`src/rtl/lpddr3_pkg.sv`:
```
// rtl/lpddr3_pkg.sv - shared types, constants and helpers for the LPDDR3 request path
//
// Contents:
//   - default field widths and refresh timing
//   - request-code encodings (opaque to the scheduler, carried through)
//   - packed request entry struct {addr, req, busID, dataW, wen}
//   - refresh FSM state encoding
//   - adder_inc: pointer increment helper shared by the queue logic
package lpddr3_pkg;

  localparam int ADDR_W    = 37;
  localparam int BUSID_W   = 10;
  localparam int DATA_W    = 64;
  localparam int REQ_W     = 5;
  localparam int DEPTH_LOG = 3;

  localparam logic [15:0] REF_INTERVAL = 16'd3900;
  localparam logic [5:0]  REF_HOLD     = 6'd40;

  localparam logic [REQ_W-1:0] REQ_RD_LINE  = 5'd0;
  localparam logic [REQ_W-1:0] REQ_WR_LINE  = 5'd1;
  localparam logic [REQ_W-1:0] REQ_RD_WORD  = 5'd2;
  localparam logic [REQ_W-1:0] REQ_WR_WORD  = 5'd3;
  localparam logic [REQ_W-1:0] REQ_PREFETCH = 5'd4;

  typedef struct packed {
    logic [ADDR_W-1:0]  addr;
    logic [REQ_W-1:0]   req;
    logic [BUSID_W-1:0] busID;
    logic [DATA_W-1:0]  dataW;
    logic               wen;
  } req_entry_t;

  typedef enum logic [1:0] {
    REF_IDLE    = 2'd0,
    REF_PEND    = 2'd1,
    REF_HOLD_ST = 2'd2
  } ref_state_e;

  function automatic logic [15:0] adder_inc(input logic [15:0] v);
    return v + 16'd1;
  endfunction

endpackage

```
`src/rtl/lpddr3_req_fifo.sv`:
```
// rtl/lpddr3_req_fifo.sv - generic DEPTH x WIDTH FIFO with count/full/empty
//
// Ports:
//   clk, rst       core clock, synchronous active-high reset
//   push, wdata    write tail entry (caller only pushes when !full or popping)
//   pop            release head entry
//   rdata          current head entry (combinational from storage)
//   count          occupancy 0..DEPTH
//   full, empty    occupancy flags
module lpddr3_req_fifo #(
  parameter int WIDTH     = 8,
  parameter int DEPTH_LOG = 3
) (
  input  logic                 clk,
  input  logic                 rst,
  input  logic                 push,
  input  logic                 pop,
  input  logic [WIDTH-1:0]     wdata,
  output logic [WIDTH-1:0]     rdata,
  output logic [DEPTH_LOG:0]   count,
  output logic                 full,
  output logic                 empty
);
  import lpddr3_pkg::*;

  localparam int DEPTH = 2 ** DEPTH_LOG;
  localparam int PTR_W = DEPTH_LOG + 1;

  logic [WIDTH-1:0] mem [DEPTH];
  // Top bit of each pointer is a wrap flag that separates full from empty.
  logic [PTR_W-1:0] wr_ptr;
  logic [PTR_W-1:0] rd_ptr;

  always_ff @(posedge clk) begin
    if (rst) begin
      wr_ptr <= '0;
      rd_ptr <= '0;
    end else begin
      if (push) wr_ptr <= PTR_W'(adder_inc(16'(wr_ptr)));
      if (pop)  rd_ptr <= PTR_W'(adder_inc(16'(rd_ptr)));
    end
  end

  // A push while full is only legal alongside a pop; the head is read out
  // before this edge so overwriting its slot is safe.
  always_ff @(posedge clk) begin
    if (push) mem[wr_ptr[DEPTH_LOG-1:0]] <= wdata;
  end

  assign rdata = mem[rd_ptr[DEPTH_LOG-1:0]];
  assign count = wr_ptr - rd_ptr;
  assign empty = (wr_ptr == rd_ptr);
  assign full  = (wr_ptr[DEPTH_LOG-1:0] == rd_ptr[DEPTH_LOG-1:0]) &&
                 (wr_ptr[DEPTH_LOG] != rd_ptr[DEPTH_LOG]);

endmodule

```
`src/rtl/lpddr3_req_sched.sv`:
```
// rtl/lpddr3_req_sched.sv - request scheduler and refresh timer in front of lpddr3_channel
//
// Ports:
//   clk, rst                      core clock, synchronous active-high reset
//   in_en, in_addr, in_req,
//   in_busID, in_dataW, in_wen    request from the bus side
//   in_stall                      registered back-pressure to bus side
//   stall                         back-pressure from the channel
//   read_clkEn, read_addr,
//   read_req, read_busID,
//   read_dataW, read_wen          one issued request per cycle to the channel
//   ref_req                       one-cycle refresh command
//   ovf                           sticky overflow (request dropped while full)
module lpddr3_req_sched #(
  parameter int          ADDR_W       = lpddr3_pkg::ADDR_W,
  parameter int          BUSID_W      = lpddr3_pkg::BUSID_W,
  parameter int          DATA_W       = lpddr3_pkg::DATA_W,
  parameter int          REQ_W        = lpddr3_pkg::REQ_W,
  parameter int          DEPTH_LOG    = lpddr3_pkg::DEPTH_LOG,
  parameter logic [15:0] REF_INTERVAL = lpddr3_pkg::REF_INTERVAL,
  parameter logic [5:0]  REF_HOLD     = lpddr3_pkg::REF_HOLD
) (
  input  logic               clk,
  input  logic               rst,
  input  logic               in_en,
  input  logic [ADDR_W-1:0]  in_addr,
  input  logic [REQ_W-1:0]   in_req,
  input  logic [BUSID_W-1:0] in_busID,
  input  logic [DATA_W-1:0]  in_dataW,
  input  logic               in_wen,
  output logic               in_stall,
  input  logic               stall,
  output logic               read_clkEn,
  output logic [ADDR_W-1:0]  read_addr,
  output logic [REQ_W-1:0]   read_req,
  output logic [BUSID_W-1:0] read_busID,
  output logic [DATA_W-1:0]  read_dataW,
  output logic               read_wen,
  output logic               ref_req,
  output logic               ovf
);
  import lpddr3_pkg::*;

  localparam int ENT_W = ADDR_W + REQ_W + BUSID_W + DATA_W + 1;
  localparam int DEPTH = 2 ** DEPTH_LOG;
  localparam int CNT_W = DEPTH_LOG + 1;

  logic [ENT_W-1:0] head;
  logic [CNT_W-1:0] count;
  logic [CNT_W-1:0] count_next;
  logic             full;
  logic             empty;
  logic             issue;
  logic             push;

  ref_state_e  ref_state;
  logic [15:0] ref_cnt;
  logic [5:0]  hold_cnt;
  logic        ref_pending;
  logic        ref_fire;
  logic        ref_go;

  // Counter reaching zero this cycle; it also blocks issue in the same cycle
  // so refresh always wins against a coincident request.
  assign ref_fire = (ref_cnt == 16'd1);

  assign issue = !empty && !stall && !ref_pending && !ref_fire &&
                 (ref_state == REF_IDLE) && (hold_cnt == '0);
  assign push  = in_en && (!full || issue);
  assign ref_go = (ref_state == REF_PEND) && !stall && !issue;
  assign count_next = count + CNT_W'(push) - CNT_W'(issue);

  lpddr3_req_fifo #(
    .WIDTH     (ENT_W),
    .DEPTH_LOG (DEPTH_LOG)
  ) u_fifo (
    .clk   (clk),
    .rst   (rst),
    .push  (push),
    .pop   (issue),
    .wdata ({in_addr, in_req, in_busID, in_dataW, in_wen}),
    .rdata (head),
    .count (count),
    .full  (full),
    .empty (empty)
  );

  always_ff @(posedge clk) begin
    if (rst) begin
      read_clkEn <= 1'b0;
      read_addr  <= '0;
      read_req   <= '0;
      read_busID <= '0;
      read_dataW <= '0;
      read_wen   <= 1'b0;
      in_stall   <= 1'b0;
      ovf        <= 1'b0;
    end else begin
      read_clkEn <= issue;
      if (issue) {read_addr, read_req, read_busID, read_dataW, read_wen} <= head;
      // Two slots of skid for a bus side that sees in_stall one cycle late.
      in_stall <= (count_next >= CNT_W'(DEPTH - 2));
      if (in_en && full && !issue) ovf <= 1'b1;
    end
  end

  always_ff @(posedge clk) begin
    if (rst) begin
      ref_state   <= REF_IDLE;
      ref_cnt     <= REF_INTERVAL;
      hold_cnt    <= '0;
      ref_pending <= 1'b0;
      ref_req     <= 1'b0;
    end else begin
      ref_req <= 1'b0;
      ref_cnt <= ref_fire ? REF_INTERVAL : ref_cnt - 16'd1;
      // An expiry while already pending is absorbed; a fresh expiry in the
      // cycle the pending one is serviced starts a new pending refresh.
      ref_pending <= ref_fire || (ref_pending && !ref_go);
      case (ref_state)
        REF_IDLE: begin
          if (ref_pending) ref_state <= REF_PEND;
        end
        REF_PEND: begin
          if (ref_go) begin
            ref_req   <= 1'b1;
            hold_cnt  <= REF_HOLD;
            ref_state <= REF_HOLD_ST;
          end
        end
        REF_HOLD_ST: begin
          if (hold_cnt == '0) ref_state <= REF_IDLE;
          else                hold_cnt  <= hold_cnt - 6'd1;
        end
        default: ref_state <= REF_IDLE;
      endcase
    end
  end

endmodule

```
`config.mk`:
```
export PLATFORM = sky130hd
export DESIGN_NAME = lpddr3_req_sched
export DESIGN_NICKNAME = d
export VERILOG_FILES = /design/src/rtl/lpddr3_pkg.sv /design/src/rtl/lpddr3_req_fifo.sv /design/src/rtl/lpddr3_req_sched.sv
export SDC_FILE = /design/constraint.sdc
export NUM_CORES = 1
export LEC_CHECK = 0
export CORE_MARGIN = 2
export CORE_UTILIZATION = 59
export CTS_CLUSTER_SIZE = 24
export DETAILED_ROUTE_END_ITERATION = 8
export PLACE_DENSITY = 0.86
export SKIP_CTS_REPAIR_TIMING = 1
export SKIP_LAST_GASP = 1
export SYNTH_ARGS = -nofsm -noshare
export SYNTH_HDL_FRONTEND = slang
export SYNTH_SLANG_ARGS = --single-unit
```
`constraint.sdc`:
```
create_clock -name clk -period 18 [get_ports clk]
set_input_delay 5.4 -clock clk [delete_from_list [all_inputs] [get_ports clk]]
set_output_delay 5.4 -clock clk [all_outputs]
set_load 0.01 [all_outputs]
```
==> summary.md <==
| Metric | Value |
|---|---|
| Status | `finished, final reports clean` |
| Hold Crit Depth | `1` |
| Largest net degree at the start of global routing | `118` |
| Crit path kind | `in -> reg` |
| Drt drc | `0` |
| Worst Path Max Fanout | `66` |
| Adder-cell area share of the yosys netlist | `0.00407` |
| Placed wire-length estimate | `49.3 mm` |
| Final Slew Violations | `0` |
| Proportion of layout cells with a drive suffix above 1 | `0.223` |
| Mapped Area | `42400 um2` |
| Met2 wire length | `50.6 mm` |
| Final hold vios | `0` |
| Top sig layer | `met5` |
| Antenna-violating nets left | `0` |
| GRT Total Usage | `0.264` |
| Max-cap violations | `0` |
| Hold Crit Class | `reg -> reg` |
| Row Count | `98` |
| CTS max path bufs | `3` |
| Hold endpoint | `ref_cnt[0]` |
| Yosys warnings | `0` |
| CP Launch Type | `input port` |
| Sequential share of the synthesized area | `0.736` |
| # nets final | `2606` |
| Crit path DAT | `9480 ps` |
| Final worst-path cycle share | `0.499` |
| Met1 WL | `35.9 mm` |
| Gpl congestion | `0.779` |
| Skew final | `29.5 ps` |
| Worst-Margin Slew | `1200 ps` |
| H-Tree Level Count | `3` |
| Worst slew margin | `0.202` |
| TritonCTS Buffers | `104` |
| Clk sinks | `1090` |
| Vias in the first global route | `22936` |
| Total wire length | `98.1 mm` |
| Worst-path clk slew | `60 ps` |
| Complex-gate fraction of the synthesized area | `0.0184` |
| Synth Instances | `2223` |
| Worst min-delay path startpoint | `ref_cnt[0]` |
| Drt via density | `6.28` |
| Synthesized flop and latch total | `1090` |
| Post-Synth XOR/XNOR Area | `0.00331` |
| Latest clock arrival within the worst-skew pair | `660 ps` |
| Post-synthesis cell type count | `57` |
| Drt initial violations | `2616` |
| Post-synth top area cell | `edfxtp_1` |
| Synthesized area per cell | `19.1 um2` |
| Global route overflow | `0` |
| RSZ-0062 raised after global routing | `false` |
| Die ar. | `74000 um2` |
| Util after Layout | `0.690` |
| CP endpoint kind | `flip-flop` |
| Setup-failing EPs final | `0` |
| Core footprint | `71200 um2` |
| Lkg Pwr | `16.1 nW` |
| Area growth syn-to-layout | `15.9%` |
| Io pins | `242` |
| Multiplexer share of the synthesized area | `0.167` |
| Synth Area in Simple Gates | `0.0532` |
| Pwr dens | `121 nW/um2` |
| WL met3 | `8.24 mm` |
| TritonCTS clock tree | `yes` |
| Wire per inst | `27.8 um` |
| Initial Util | `0.595` |
| R2R depth | `14` |
| # fillers | `4038` |
| Die Y | `272 um` |
| Synthesized Nets | `2356` |
| Via Count | `22209` |
| First-pass GRT wire length | `145 mm` |
| Port-buffer cells | `241` |
| Fmax | `111 MHz` |
| Worst R2R Setup Slack | `12970 ps` |
| Worst ir drop on vdd | `0.0884 mV` |
| CP required | `18490 ps` |
| Initial antenna violation count | `25` |
| Die Width | `272 um` |
| Fin crit period | `8990 ps` |
| DR pass1 iterations | `6` |
| CTS root buffer | `clkbuf_16` |
| Worst R2R Start | `u_fifo.rd_ptr[2]` |
| Synth top area share | `0.663` |
| Reg2reg end | `in_stall` |
| Largest family of logic cells by synthesized area | `multiplexers` |
| Largest cells by area after synthesis | `edfxtp_1 66%, mux4_2 12%, dfxtp_1 7.3%, mux2_4 3.8%, nand2_1 2.2%` |
| Post-Route Setup TNS | `0 ps` |
synth_stat cells (all sizes together):
master and instances:
o2bb2ai 2, o41ai 1, a22o 1, and2 1
nand3 9, clkbuf 77, ha 9, fa 3
nor4 11, o31ai 3, mux2 122, and3 1
nand2 249, a211oi 2, xnor2 10, nor2 19
inv 16, or4 5, dfxtp 154, nand3b 2
buf 50, a211o 1, clkinv 1, a21oi 125
o211ai 3, a31oi 1, mux4 234, a2111oi 1
nand4 6, or3b 1, nor4b 2, or2 2
nor3 17, a2111o 1, nand2b 2, o21ai 4
nor2b 121, edfxtp 936, xor2 6, nor3b 3
and4 2, or3 4, mux2i 3
kinds of logic (layout without fill, tap and decap cells):
group	count (synthesis)	in the layout
flip-flops	1090	1090
AND/OR/NAND/NOR	457	457
multiplexers	359	359
AO/OA/AOI/OAI	145	145
buffers and inverters	144	486
XOR/XNOR	16	16
adder cells (fa/ha/maj)	12	12
other	0	19
sequential cells by signal, indices dropped and copies added (netlist names):
| name | count |
|---|---|
| u_fifo.rd_ptr | 4 |
| ref_cnt | 16 |
| read_dataW | 64 |
| u_fifo.mem | 936 |
| hold_cnt | 6 |
| ovf | 1 |
| ref_state | 2 |
| in_stall | 1 |
| ref_pending | 1 |
| read_addr | 37 |
| read_clkEn | 1 |
| u_fifo.wr_ptr | 4 |
| read_req | 5 |
| ref_req | 1 |
| read_wen | 1 |
| read_busID | 10 |
worst max-delay path, stage by stage:
cell and delay (ps):
clkdlybuf4s50_1 480, nor4_4 300, nand3_4 140, nor3_4 340, inv_6 360, fa_1 580, fa_1 520, ha_1 150
inv_1 60, fa_1 440, xnor2_1 240, xnor2_1 180, xnor2_1 160, a21oi_1 90
per-stage QoR:
| stage | area, um2 | worst slack, ps | power (W) | hold slack, ps | cells |
|---|---|---|---|---|---|
| after global placement | 45600 | 8540 | 0.00372 | 436 | 3317 |
| after CTS | 49100 | 9050 | 0.00595 | 482 | 3515 |
| final | 49100 | 9010 | 0.00593 | 484 | 3534 |
| after detailed placement | 45600 | 8410 | 0.00375 | 465 | 3317 |
| after floorplan | 42400 | 3240 | 0.00348 | 425 | 2223 |
| after global routing | 49100 | 8850 | 0.00610 | 513 | 3531 |
cell usage in the layout (no fill, tap or decap), types with 9 or more instances in the layout:
| master | n |
|---|---|
| a21oi_1 | 124 |
| buf_4 | 28 |
| clkbuf_1 | 28 |
| clkbuf_16 | 107 |
| clkbuf_8 | 16 |
| clkdlybuf4s50_1 | 240 |
| clkinv_1 | 9 |
| clkinv_2 | 20 |
| dfxtp_1 | 151 |
| diode_2 | 19 |
| edfxtp_1 | 936 |
| ha_1 | 9 |
| inv_1 | 14 |
| mux2_2 | 14 |
| mux2_4 | 108 |
| mux4_2 | 234 |
| nand2_1 | 249 |
| nor2_1 | 19 |
| nor2b_1 | 121 |
| xnor2_1 | 10 |
final cells by class:
type | instances | area [um2] | area share
Timing Repair Buffer | 271 | 2670 | 0.0543
Sequential cell | 1090 | 31200 | 0.635
Inverter | 17 | 71.3 | 0.00145
Antenna cell | 19 | 47.5 | 0.000968
Tap cell | 950 | 1190 | 0.0242
Clock inverter | 48 | 508 | 0.0103
Clock buffer | 150 | 2990 | 0.0608
Multi-Input combinational cell | 989 | 10500 | 0.213
how the worst max path moves through the flow:
stage	from	to	slack (ps)
6_report	stall	in_stall	9010
5_1_grt	stall	in_stall	8850
4_1_cts	stall	in_stall	9050
3_5_place_dp	stall	in_stall	8410
3_3_place_gp	stall	in_stall	8540
2_1_floorplan	stall	u_fifo.mem[0][0]	3240
routing by layer:
layer	vias up	GRT usage
met5	-	0
met1	11438	0.348
met2	1292	0.444
met4	18	0.0951
li1	9224	-
met3	237	0.0503
power by group:
| part | switching, W | total [W] | internal (W) |
|---|---|---|---|
| sequential | 0.0000804 | 0.00295 | 0.00287 |
| combinational | 0.000391 | 0.000764 | 0.000372 |
| clock | 0.000936 | 0.00221 | 0.00127 |
No activity file was read; power rests on OpenSTA's default activity.
